[config.mk]
export PLATFORM = sky130hd
export DESIGN_NAME = instruction_fetch
export DESIGN_NICKNAME = d
export VERILOG_FILES = /design/src/rtl/instruction_pkg.sv /design/src/rtl/typedef_pkg.sv /design/src/rtl/fetch_fifo.sv /design/src/rtl/instruction_fetch.sv
export SDC_FILE = /design/constraint.sdc
export NUM_CORES = 1
export LEC_CHECK = 0
export BUFFER_PORTS_ARGS = -buffer_cell sky130_fd_sc_hd__buf_4
export CORE_MARGIN = 5
export CORE_UTILIZATION = 58
export DETAILED_ROUTE_END_ITERATION = 10
export GPL_ROUTABILITY_DRIVEN = 1
export PLACE_DENSITY = 0.8
export SLEW_MARGIN = 20
export SYNTH_ARGS = -nofsm -noshare
export SYNTH_HDL_FRONTEND = slang
export SYNTH_SLANG_ARGS = --single-unit
[constraint.sdc]
create_clock -name clk -period 3.55 [get_ports clk]
set_clock_uncertainty 0.2 [all_clocks]
set_input_delay 0.355 -clock clk [delete_from_list [all_inputs] [get_ports clk]]
set_output_delay 0.355 -clock clk [all_outputs]
set_load 0.01 [all_outputs]
[src/rtl/instruction_pkg.sv]
// Instruction-stream constants shared by the fetch path.
package instruction_pkg;

    localparam int unsigned PC_INCREMENT = 4;

endpackage

[src/rtl/typedef_pkg.sv]
// Shared fetch types: FSM state encoding and the packet stored in the fetch queue.
package typedef_pkg;

    typedef enum logic [1:0] {
        S_REQ  = 2'd0,
        S_WAIT = 2'd1,
        S_DROP = 2'd2
    } fetch_state_e;

    // Packet fields are 32 bits wide, so ADDR_WIDTH and DATA_WIDTH must not exceed 32.
    typedef struct packed {
        logic [31:0] instruction_addr;
        logic [31:0] instruction;
    } fetch_packet_t;

endpackage

[src/rtl/fetch_fifo.sv]
// Fetch queue: power-of-two circular buffer with push, pop, flush and an occupancy count.
module fetch_fifo #(
    parameter int WIDTH = 64,
    parameter int DEPTH = 4
) (
    input  logic                       clk,
    input  logic                       rst,
    input  logic                       push,
    input  logic [WIDTH-1:0]           push_data,
    input  logic                       pop,
    input  logic                       flush,
    output logic [WIDTH-1:0]           head_data,
    output logic [$clog2(DEPTH+1)-1:0] count
);

    localparam int PTR_W = $clog2(DEPTH);
    localparam int CNT_W = $clog2(DEPTH+1);

    logic [WIDTH-1:0] mem [DEPTH];
    logic [PTR_W-1:0] wr_ptr;
    logic [PTR_W-1:0] rd_ptr;

    // NOTE: storage is not reset; only the pointers and count are, so nothing stale is ever visible.
    always_ff @(posedge clk) begin
        if (push) begin
            mem[wr_ptr] <= push_data;
        end
    end

    // NOTE: sequential state uses non-blocking assignments so every register samples pre-edge values.
    always_ff @(posedge clk) begin
        if (rst || flush) begin
            wr_ptr <= '0;
            rd_ptr <= '0;
            count  <= '0;
        end else begin
            if (push) wr_ptr <= wr_ptr + 1'b1;
            if (pop)  rd_ptr <= rd_ptr + 1'b1;
            if (push && !pop)      count <= count + CNT_W'(1);
            else if (pop && !push) count <= count - CNT_W'(1);
        end
    end

    assign head_data = mem[rd_ptr];

endmodule

[src/rtl/instruction_fetch.sv]
// Instruction fetch: single-outstanding memory request FSM feeding a decode queue.
// Optional perf counters are enabled by defining FETCH_PERF_CNT_EN.
module instruction_fetch
    import typedef_pkg::*;
    import instruction_pkg::*;
#(
    parameter int                    ADDR_WIDTH = 32,
    parameter int                    DATA_WIDTH = 32,
    parameter int                    FIFO_DEPTH = 4,
    parameter logic [ADDR_WIDTH-1:0] RESET_PC   = 32'h0000_0000
) (
    input  logic                            clk,
    input  logic                            rst,
    output logic                            imem_req_valid,
    input  logic                            imem_req_ready,
    output logic [ADDR_WIDTH-1:0]           imem_req_addr,
    input  logic                            imem_rsp_valid,
    input  logic [DATA_WIDTH-1:0]           imem_rsp_data,
    input  logic                            redirect_valid,
    input  logic [ADDR_WIDTH-1:0]           redirect_pc,
    output logic                            dec_valid,
    input  logic                            dec_ready,
    output logic [ADDR_WIDTH-1:0]           dec_instruction_addr,
    output logic [DATA_WIDTH-1:0]           dec_instruction,
    output logic [$clog2(FIFO_DEPTH+1)-1:0] fifo_count
`ifdef FETCH_PERF_CNT_EN
    ,
    output logic [31:0]                     perf_fetched,
    output logic [31:0]                     perf_flushes
`endif
);

    localparam int CNT_W = $clog2(FIFO_DEPTH+1);

    fetch_state_e          state, state_next;
    logic [ADDR_WIDTH-1:0] pc, pc_next;
    logic [ADDR_WIDTH-1:0] req_pc, req_pc_next;
    logic                  push, pop, flush, req_fire;
    fetch_packet_t         push_pkt, head_pkt;
    logic [CNT_W-1:0]      count;

    always_ff @(posedge clk) begin
        if (rst) begin
            state  <= S_REQ;
            pc     <= RESET_PC;
            req_pc <= '0;
        end else begin
            state  <= state_next;
            pc     <= pc_next;
            req_pc <= req_pc_next;
        end
    end

    // Request is held off during reset and redirect cycles, so the address is stable while pending.
    assign imem_req_valid = (state == S_REQ) && (count < CNT_W'(FIFO_DEPTH)) && !redirect_valid && !rst;
    assign imem_req_addr  = imem_req_valid ? pc : '0;
    assign req_fire       = imem_req_valid && imem_req_ready;

    // NOTE: every combinational output gets a default first so no path infers a latch.
    always_comb begin
        state_next  = state;
        pc_next     = pc;
        req_pc_next = req_pc;
        push        = 1'b0;
        flush       = 1'b0;
        if (redirect_valid) begin
            flush   = 1'b1;
            pc_next = redirect_pc & ~ADDR_WIDTH'(3);
            case (state)
                S_WAIT, S_DROP: state_next = imem_rsp_valid ? S_REQ : S_DROP;
                default:        state_next = S_REQ;
            endcase
        end else begin
            case (state)
                S_REQ: begin
                    if (req_fire) begin
                        req_pc_next = pc;
                        pc_next     = pc + ADDR_WIDTH'(PC_INCREMENT);
                        state_next  = S_WAIT;
                    end
                end
                S_WAIT: begin
                    if (imem_rsp_valid) begin
                        push       = 1'b1;
                        state_next = S_REQ;
                    end
                end
                S_DROP: begin
                    if (imem_rsp_valid) state_next = S_REQ;
                end
                default: state_next = S_REQ;
            endcase
        end
    end

    assign push_pkt.instruction_addr = 32'(req_pc);
    assign push_pkt.instruction      = 32'(imem_rsp_data);

    assign dec_valid = (count != '0);
    assign pop       = dec_valid && dec_ready && !redirect_valid;

    fetch_fifo #(
        .WIDTH ($bits(fetch_packet_t)),
        .DEPTH (FIFO_DEPTH)
    ) u_fetch_fifo (
        .clk       (clk),
        .rst       (rst),
        .push      (push),
        .push_data (push_pkt),
        .pop       (pop),
        .flush     (flush),
        .head_data (head_pkt),
        .count     (count)
    );

    assign fifo_count           = count;
    assign dec_instruction_addr = dec_valid ? ADDR_WIDTH'(head_pkt.instruction_addr) : '0;
    assign dec_instruction      = dec_valid ? DATA_WIDTH'(head_pkt.instruction) : '0;

`ifdef FETCH_PERF_CNT_EN
    always_ff @(posedge clk) begin
        if (rst) begin
            perf_fetched <= '0;
            perf_flushes <= '0;
        end else begin
            if (push)           perf_fetched <= perf_fetched + 32'd1;
            if (redirect_valid) perf_flushes <= perf_flushes + 32'd1;
        end
    end
`else
    // Default build carries no performance counters.
`endif

endmodule

==> flow_summary.yaml <==
drt:
  drcViolationCount: 0
  totalWireLength_um: 28100
  dr.first_iter.drc_count: 707
  firstDrtPassIters: 5
  via_per_inst: 5.82
  drtAntennaViolNets: 0
  via_count: 8061
  wl_per_cell_um: 20.3
synth:
  syn_inst: 861
  yosys.cell_types.count: 61
  ys_async_sr_fraction_pct: 0
  syn_avg_cell_area_sq_um: 15.1
  syn_area_sq_um: 13000
  synth_top_area_share_pct: 57.1
  synth-edff-count: 248
  ys_seq_area_share_pct: 68.0
  ys_seq_elements: 319
  ys_top_cells_by_area: "edfxtp_1 57%, dfxtp_1 11%, mux4_2 11%"
  synth_top_area_cell: "edfxtp_1"
  ys.flop_type: "edfxtp_1"
  yosysWarnings: 0
clock_tree:
  cts.repair_timing.setup_buffer_count: 0
  postCtsHoldBufs: 61
  clkTransAtPathRegs_ns: 0.06
  clock_latency_ns: 0.54
  cts.sinks: 319
  htreeDepth: 1
  post_cts_resize_count: 0
  clock_path_buffers: 3
  cts_tree: "built"
  numCtsBuffers: 30
  root_buffer: "clkbuf_16"
cells_and_area:
  drive_above_1_share_pct: 28.3
  fin_cells: 1385
  area_delta_synth_final_pct: 24.7
  nNetsFinal: 1160
  antenna_cells: 0
  nFillCells: 1339
power_and_ir_drop:
  netSwitchingFraction_pct: 19.5
  p_clk_share_pct: 43.2
  power_frac_seq_pct: 52.4
  switchingPower_mw: 1.52
  peakVddDrop_mv: 0.282
  leakage_nw: 5.80
  p_int_mw: 6.27
  comb_power_share_pct: 4.4
  p_per_area_nw_per_um2: 479
worst_setup_path:
  cp_top_family: "buffers and inverters"
  worstSetupEndpointType: "primary output"
  crit_path_frequent_cell: "buf_4"
  critPathRequiredTime_ns: 2.99
  cp_num_buf_inv: 4
  criticalPathCategory: "in -> out"
  cp.arrival_ns: 2.36
  critical_path.cell_chain: "dlygate4sd3_1, buf_4, or4b_4, clkinv_8, and2_1, buf_4"
  cpPeakStageDelay_ns: 0.70
  critPathMaxFanout: 36
  slowest_stage: "or4b_4"
  start_kind: "input pin"
placement:
  dp.cells: 1268
  finalWeightedCongestion: 0.885
  dpl_worst_slack_ns: 0.770
  hpwlAfterDp_um: 17400
  io_buffers: 164
sta:
  slew_headroom_pct: 54.7
  hold_slack_ns: 0.0210
  setup_viol: 0
  final.setup.tns_ns: 0
  fmax_mhz: 343
  rsz0062_at_grt: "false"
  min_period_over_period_pct: 82.1
  tightest_slew_ns: 0.680
  worst_slack_ns: 0.635
  report.final.slew_viol_count: 0
  finalCriticalPeriod_ns: 2.92
  hold_viol_final: 0
die:
  die_h_um: 160
  die_width_um: 160
  boundaryPins: 171
  core_sq_um: 22000
  die_area_sq_um: 25600
  start_util_pct: 59.4
  fp-row-count: 54
global_route:
  globalRoute.totalOverflow: 0
  grt_pass1_wl_um: 45400
  grt_usage_pct: 22.0
  antenna_found_initial: 0
  grt_start_max_net_pins: 65
  grt_pass1_vias: 8315
flow_run:
  max-cap-violations: 0
status:
  status: "complete, no violations"
hold_path:
  min_path_type: "in -> reg"
-- Yosys cell counts (all sizes together) (2+ instances only) --
library cell and instances:
a21oi 41, xor2 4, a211oi 6, nand4 17, ha 8, or3 4
edfxtp 248, and4 8, a211o 2, dfxtp 71, or2 2, nor3 6
or4 9, inv 14, xnor2 3, o211ai 4, o311ai 2, mux2i 3
nor2b 2, nor4 12, a2111oi 3, and3 4, nand3 13, a32oi 2
o21ai 7, nand2 75, mux4 62, nor2 36, clkbuf 42, o31ai 5
buf 17, o31a 2, a311oi 7, clkinv 3, a31oi 9, and2 90
-- path summary, 6_finish.rpt --
kind	depth (start not counted)	start	end	slack, ns
hold reg to reg	2	req_pc[14]	req_pc[14]	0.30
setup reg to reg	7	state[1]	pc[17]	0.80
setup / recovery	6	redirect_valid	imem_req_addr[16]	0.63
hold / removal	4	redirect_pc[4]	pc[4]	0.02
-- power groups by stage --
stage,clock network (mW),registers [mW],logic (mW)
final,3.36,4.09,0.344
after global routing,3.60,4.09,0.374
after CTS,3.43,4.08,0.341
after detailed placement,0,4.16,0.286
after global placement,0,4.16,0.278
after floorplan,0,4.15,0.156
-- metrics by stage --
step	area [sq um]	power, mW	util [%]
final	16300	7.79	74.0
after global routing	16300	8.06	74.0
after CTS	16300	7.85	74.0
after detailed placement	14600	4.45	66.4
after global placement	14600	4.44	66.4
after floorplan	13000	4.30	-
-- kinds of logic after synthesis --
family | count (synthesis) | synth area share [%]
AND/OR/NAND/NOR | 281 | 11.8
XOR/XNOR | 7 | 0.470
flip-flops | 319 | 68.0
AO/OA/AOI/OAI | 102 | 5.14
multiplexers | 66 | 11.0
buffers and inverters | 76 | 2.60
adder cells (fa/ha/maj) | 9 | 0.921
other | 1 | 0.0288
-- layout make-up --
cell class              instances  area [sq um]  area share (%)
clock buffers                  35           811            4.99
inverters                      17          76.3           0.470
multi-input cells             469          3850            23.7
flip-flops and latches        319          8880            54.6
clock inverters                21           254            1.56
well taps                     280           350            2.16
repair buffers                244          2030            12.5
-- sequential cells by signal, indices dropped and copies added (netlist names), named ones only --
| name | count |
|---|---|
| state | 2 |
| pc | 30 |
| req_pc | 30 |
| u_fetch_fifo.count | 3 |
| u_fetch_fifo.wr_ptr | 2 |
| u_fetch_fifo.mem | 248 |
| u_fetch_fifo.rd_ptr | 2 |
-- tightest hold or removal path, delay by kind of cell --
kind | cells | cell delay, ns
buffers and inverters | 1 | 0.07
AOI/OAI and AO/OA | 3 | 0.29
-- routing by layer --
layer	GRT usage (%)	vias to the layer above	share of wire, %
li1	-	3744	-
met1	31.2	3969	43
met2	36.1	308	48
met3	3.97	40	6.7
met4	5.40	0	1.8
met5	0	-	0
-- cells in the final DEF (no fill, tap or decap), types with 6 or more instances in the layout --
| master | instances |
|---|---|
| bufinv_16 | 6 |
| edfxtp_1 | 248 |
| o21ai_0 | 7 |
| a21oi_1 | 41 |
| nand2_1 | 74 |
| and4_1 | 8 |
| mux4_2 | 62 |
| and2_1 | 86 |
| a31oi_1 | 9 |
| nor3_1 | 6 |
| inv_1 | 14 |
| nor2_1 | 35 |
| nor4_1 | 11 |
| or4_1 | 9 |
| dlygate4sd3_1 | 61 |
| clkinv_2 | 10 |
| nand3_1 | 13 |
| clkbuf_16 | 31 |
| nand4_1 | 16 |
| a311oi_1 | 7 |
| ha_1 | 8 |
| a211oi_1 | 6 |
| buf_4 | 179 |
| dfxtp_1 | 69 |
Power figures use the tool's default switching activity.
